**config.mk**
```make
export PLATFORM = sky130hd
export DESIGN_NAME = vga_capture
export DESIGN_NICKNAME = d
export VERILOG_FILES = /design/src/rtl/vga_capture.sv
export SDC_FILE = /design/constraint.sdc
export NUM_CORES = 1
export LEC_CHECK = 0
export CAP_MARGIN = 30
export CORE_UTILIZATION = 25
export CTS_CLUSTER_SIZE = 10
export DETAILED_ROUTE_END_ITERATION = 16
export MAX_ROUTING_LAYER = met4
export PLACE_DENSITY = 0.48
export SLEW_MARGIN = 20
export SYNTH_ARGS = -nofsm -noshare
export SYNTH_HDL_FRONTEND = slang
export SYNTH_SLANG_ARGS = --single-unit
export TNS_END_PERCENT = 5
```
**constraint.sdc**
```tcl
create_clock -name clk_25m -period 2.9 [get_ports clk_25m]
set_input_delay 0.87 -clock clk_25m [delete_from_list [all_inputs] [get_ports clk_25m]]
set_output_delay 0.87 -clock clk_25m [all_outputs]
set_load 0.005 [all_outputs]
```
**src/rtl/vga_capture.sv**
```systemverilog
`default_nettype none
// +----------------------------------------------------------------------------+
// | vga_capture : VGA receive path - sync recovery, timing lock, pixel capture |
// | Rev 1.0                                                                    |
// +----------------------------------------------------------------------------+
module vga_capture #(
   parameter int   H_ACTIVE    = 640,
   parameter int   V_ACTIVE    = 480,
   parameter int   H_BACK      = 144,
   parameter int   V_BACK      = 35,
   parameter logic SYNC_POL    = 1'b0,
   parameter int   LOCK_FRAMES = 2
) (
   input  logic        clk_25m,
   input  logic        rst_n,
   input  logic        vga_hs,
   input  logic        vga_vs,
   input  logic [23:0] vga_rgb,
   output logic        cap_valid,
   output logic [11:0] cap_xpos,
   output logic [11:0] cap_ypos,
   output logic [23:0] cap_data,
   output logic        frame_start,
   output logic        locked,
   output logic [11:0] h_total,
   output logic [11:0] v_total,
   output logic        sync_err
);

   typedef enum logic [1:0] {
      SEARCH  = 2'd0,
      MEASURE = 2'd1,
      LOCKED  = 2'd2
   } state_t;

   localparam logic [11:0] H_FIRST    = 12'(H_BACK);
   localparam logic [11:0] H_END      = 12'(H_BACK + H_ACTIVE);
   localparam logic [11:0] V_FIRST    = 12'(V_BACK);
   localparam logic [11:0] V_END      = 12'(V_BACK + V_ACTIVE);
   localparam logic [11:0] CNT_MAX    = 12'hFFF;
   localparam logic [7:0]  MATCH_LOCK = 8'(LOCK_FRAMES);

   state_t      state;
   logic        s_hs, s_vs, p_hs, p_vs;
   logic [23:0] s_rgb, d_rgb;
   logic [11:0] h_cnt, v_cnt, ref_h, ref_v;
   logic        seen_h, line_ok;
   logic [7:0]  match_cnt;

   logic        hs_edge, vs_edge, active, err, frame_ok, meas_ok;
   logic [11:0] h_len, h_meas, v_meas;

   // h_cnt is aligned with the twice-registered sync, so the pixel paired
   // with it is d_rgb (second rgb stage), not s_rgb.
   always_comb begin
      hs_edge  = (s_hs == SYNC_POL) && (p_hs != SYNC_POL);
      vs_edge  = (s_vs == SYNC_POL) && (p_vs != SYNC_POL);
      h_len    = (h_cnt == CNT_MAX) ? CNT_MAX : h_cnt + 12'd1;
      h_meas   = (hs_edge && seen_h) ? h_len : h_total;
      v_meas   = v_cnt + {11'd0, hs_edge};
      active   = (h_cnt >= H_FIRST) && (h_cnt < H_END) &&
                 (v_cnt >= V_FIRST) && (v_cnt < V_END);
      frame_ok = line_ok && (!hs_edge || (h_len == ref_h));
      meas_ok  = (h_meas == ref_h) && (v_meas == ref_v) && frame_ok;
      err      = (hs_edge && (h_len != ref_h)) ||
                 (vs_edge && (v_meas != ref_v)) ||
                 (h_cnt == CNT_MAX);
   end

   always_ff @(posedge clk_25m) begin
      if (!rst_n) begin
         s_hs        <= 1'b0;
         s_vs        <= 1'b0;
         p_hs        <= 1'b0;
         p_vs        <= 1'b0;
         s_rgb       <= '0;
         d_rgb       <= '0;
         h_cnt       <= '0;
         v_cnt       <= '0;
         ref_h       <= '0;
         ref_v       <= '0;
         seen_h      <= 1'b0;
         line_ok     <= 1'b0;
         match_cnt   <= '0;
         state       <= SEARCH;
         cap_valid   <= 1'b0;
         cap_xpos    <= '0;
         cap_ypos    <= '0;
         cap_data    <= '0;
         frame_start <= 1'b0;
         locked      <= 1'b0;
         h_total     <= '0;
         v_total     <= '0;
         sync_err    <= 1'b0;
      end else begin
         s_hs  <= vga_hs;
         s_vs  <= vga_vs;
         p_hs  <= s_hs;
         p_vs  <= s_vs;
         s_rgb <= vga_rgb;
         d_rgb <= s_rgb;

         if (hs_edge)
            h_cnt <= '0;
         else if (h_cnt != CNT_MAX)
            h_cnt <= h_cnt + 12'd1;

         // The first hs edge after reset only opens a line; nothing to report yet.
         if (hs_edge) begin
            seen_h <= 1'b1;
            if (seen_h)
               h_total <= h_len;
         end

         if (vs_edge)
            v_cnt <= '0;
         else if (hs_edge && (v_cnt != CNT_MAX))
            v_cnt <= v_cnt + 12'd1;

         if (vs_edge)
            v_total <= v_meas;

         if (vs_edge)
            line_ok <= 1'b1;
         else if (hs_edge && (h_len != ref_h))
            line_ok <= 1'b0;

         frame_start <= 1'b0;
         sync_err    <= 1'b0;

         case (state)
            SEARCH: begin
               if (vs_edge) begin
                  state     <= MEASURE;
                  match_cnt <= '0;
                  ref_h     <= h_meas;
                  ref_v     <= '0;
               end
            end
            MEASURE: begin
               if (vs_edge) begin
                  if (meas_ok) begin
                     match_cnt <= match_cnt + 8'd1;
                     if ((match_cnt + 8'd1) == MATCH_LOCK) begin
                        state  <= LOCKED;
                        locked <= 1'b1;
                     end
                  end else begin
                     match_cnt <= '0;
                     ref_h     <= h_meas;
                     ref_v     <= v_meas;
                  end
               end
            end
            LOCKED: begin
               if (err) begin
                  sync_err <= 1'b1;
                  locked   <= 1'b0;
                  state    <= SEARCH;
               end else if (vs_edge) begin
                  frame_start <= 1'b1;
               end
            end
            default: begin
               state  <= SEARCH;
               locked <= 1'b0;
            end
         endcase

         // Coordinates and data only move on emitted pixels; they hold otherwise.
         cap_valid <= (state == LOCKED) && !err && active;
         if ((state == LOCKED) && !err && active) begin
            cap_xpos <= h_cnt - H_FIRST;
            cap_ypos <= v_cnt - V_FIRST;
            cap_data <= d_rgb;
         end
      end
   end

endmodule
`default_nettype wire

```
==> flow_summary.toml <==
[outcome]
status = "complete, but fails checks"
violations = "negative setup slack"

[place]
placed_area_um2 = 10600
dpl_worst_slack_ps = -230
placed_cells = 1523
gp_congestion = 0.816
port_buffers = 103
dp_hpwl_um = 16000

[finish]
finalInstanceArea_um2 = 11400
n_antenna_cell = 0
nets = 1142
fin_util_pct = 35.2
instances_no_fill = 1559
drive_gt1_share_pct = 20.0
reg_top3 = "cap_data: 24 flops, d_rgb: 24 flops, s_rgb: 24 flops"
areaGrowthSynthToFinish_pct = 38.8

[timing]
fin_skew_ps = 13.0
hold_viol_final = 0
min_period_ps = 3110
slew_headroom_pct = 62.8
tightest_slew_ps = 544
finalWorstSetupSlack_ps = -213
fmax_mhz = 321
min_period_over_period_pct = 107
rsz0062_at_grt = "true"
slew_violations = 0
setup_viol = 63

[drt]
wl_per_cell_um = 14.5
drt_wl_total_um = 22500
viasPerCell = 4.41
drc = 0
drt_pass1_iterations = 5
num_vias = 6869
ant_nets = 0
first_iter_violations = 296

[pwr]
p_int_w = 0.00403
power_switching_w = 0.00136
p_sw_share_pct = 25.2
total_power_w = 0.00539
peakVddDrop_mv = 0.352
p_leak_nw = 4.31
power_density_nw_per_um2 = 471
p_clk_share_pct = 45.0
pwr-share-comb_pct = 5.8
seq_power_share_pct = 49.2

[floorplanning]
core.rowCount = 66
initial_core_util_pct = 25.4
io_pins = 104
die_h_um = 183
dieArea_um2 = 33700
dieWidth_um = 183
core-area_um2 = 32500

[logic_synthesis]
yosysWarnings = 0
synth_most_common_cell = "dfxtp_1"
synth.distinct_cells = 74
synth_top_area_share_pct = 45.7
synth_area_per_cell_um2 = 8.94
syn-instance-count = 921
yosys.area.top_type = "dfxtp_1"
synth-async-reset-ratio_pct = 0
synth_area_leaders = "dfxtp_1 (46%), and2_1 (5.0%), xnor2_1 (4.3%)"
synth_flop_cell = "dfxtp_1"
synth_edf_count = 0
synth-seq-cells = 188
synth-seq-area-share_pct = 45.7
synth_commonest_cells = "dfxtp_1 (188), nor2_1 (91), nand2_1 (86)"
syn_area_um2 = 8230
synth_fp_nets = 959

[grt]
antenna_found_initial = 1
grt_pass1_wl_um = 35800
overflow = 0
grt_pass1_vias = 6603
grt_usage_pct = 13.9
grt_max_degree = 65

[clock_tree]
htree_levels = 4
clkLatencyLatePin_ps = 430
cts_tree = "yes"
numCtsBuffers = 17
clk_path_buf_depth = 2
clk_pin_slew_worst_paths_ps = 80
root_buffer = "clkbuf_16"
clock-sinks = 188

[setup_path]
worstSetupStartpointType = "register"
rr_worst_depth = 14
critPathMaxFanout = 17
path_depth = 14
path_class = "register to register"
critPathTopFamily = "simple AND/OR/NAND/NOR gates"
crit_buf_inv = 3
cp-end-kind = "register"
cpPeakStageDelay_ps = 400
required_ps = 3230
worstPathCellList = "nand2b_4 -> inv_4 -> ha_4 -> nand4_4 -> or3_4 -> and3_4 -> a2111oi_4 -> a31oi_1 -> or3_4 -> nor3_4 -> buf_4 -> clkbuf_16 -> a21o_1 -> nor2_1"
cp_common_cell = "or3_4"
cp_data_arrival_time_ps = 3440
cpMaxStageDelayCell = "or3_4"

[worst_hold_path]
min_path_cells = 1
hold_class = "register to register"

[job]
max_cap_viol_count = 0
cell type report:
cell class / count / area [um^2]
Fill cell: 3312 / 21000
Multi-Input combinational cell: 655 / 4330
Sequential cell: 188 / 3770
Timing Repair Buffer: 229 / 2120
Tap cell: 442 / 553
Clock buffer: 18 / 429
Clock inverter: 14 / 174
Inverter: 13 / 51.3
power by group through the flow:
stage          combinational [W]  clock (W)  sequential (W)
2_1_floorplan           0.000161          0         0.00271
3_3_place_gp            0.000310          0         0.00271
3_5_place_dp            0.000310          0         0.00271
4_1_cts                 0.000311    0.00252         0.00265
5_1_grt                 0.000344    0.00262         0.00266
6_report                0.000310    0.00243         0.00265
routing by layer:
layer  wire (um)  track usage [%]  share of wire [%]  up-vias
li1            -                -                  -     3555
met1       11600             19.2                 51     3196
met2       10000             20.8                 45      108
met3         771             2.75                3.4       10
met4         174             2.80               0.77        0
met5           0                -                  0        -
per-stage QoR:
step	hold slack, ps	TNS [ps]
2_1_floorplan	412	0
3_3_place_gp	414	-14070
3_5_place_dp	417	-9920
4_1_cts	436	-7580
5_1_grt	442	-22060
6_report	432	-7810
worst reg2reg max path: cells and delay by family, from the launching register on:
| family | cells | cell delay (ps) |
|---|---|---|
| buffers and inverters | 3 | 430 |
| flip-flops | 1 | 330 |
| adder cells (fa/ha/maj) | 1 | 180 |
| AND/OR/NAND/NOR | 7 | 1550 |
| AO/OA/AOI/OAI | 3 | 530 |
placed cells by master (no fill, tap or decap), types with 18 or more instances in the layout:
cell type | synthesis | layout
xnor2_1 | 40 | 37
nor2_1 | 91 | 90
nand3_1 | 68 | 59
and2_1 | 66 | 66
clkbuf_16 | 0 | 19
o21ai_1 | 6 | 29
dfxtp_1 | 188 | 183
buf_4 | 8 | 116
a211oi_1 | 18 | 18
o21ai_0 | 50 | 24
nand2_1 | 86 | 86
a21oi_1 | 18 | 18
xor2_1 | 25 | 25
clkdlybuf4s50_1 | 0 | 102
what timing repair did:
item	CTS	global route
pin swaps	7	13
endpoints found under the setup margin	84	85
gates resized for setup	19	45
setup buffers	0	2
gates cloned	0	2
hold endpoints to repair	0	0
hold buffers	0	0
cell families after synthesis:
group                    Yosys count  share of synthesized area (%)
AO/OA/AOI/OAI                    158                           13.4
XOR/XNOR                          66                           7.19
adder cells (fa/ha/maj)           10                           1.52
buffers and inverters             78                           4.50
flip-flops                       188                           45.7
multiplexers                      12                           1.46
AND/OR/NAND/NOR                  409                           26.2
path summary, 6_finish.rpt:
kind                      end      start  slack (ps)
setup / recovery  cap_ypos[9]       s_hs        -210
hold / removal      d_rgb[21]  s_rgb[21]         430
setup reg to reg  cap_ypos[9]       s_hs        -210
hold reg to reg     d_rgb[21]  s_rgb[21]         430
Power figures use the tool's default switching activity.
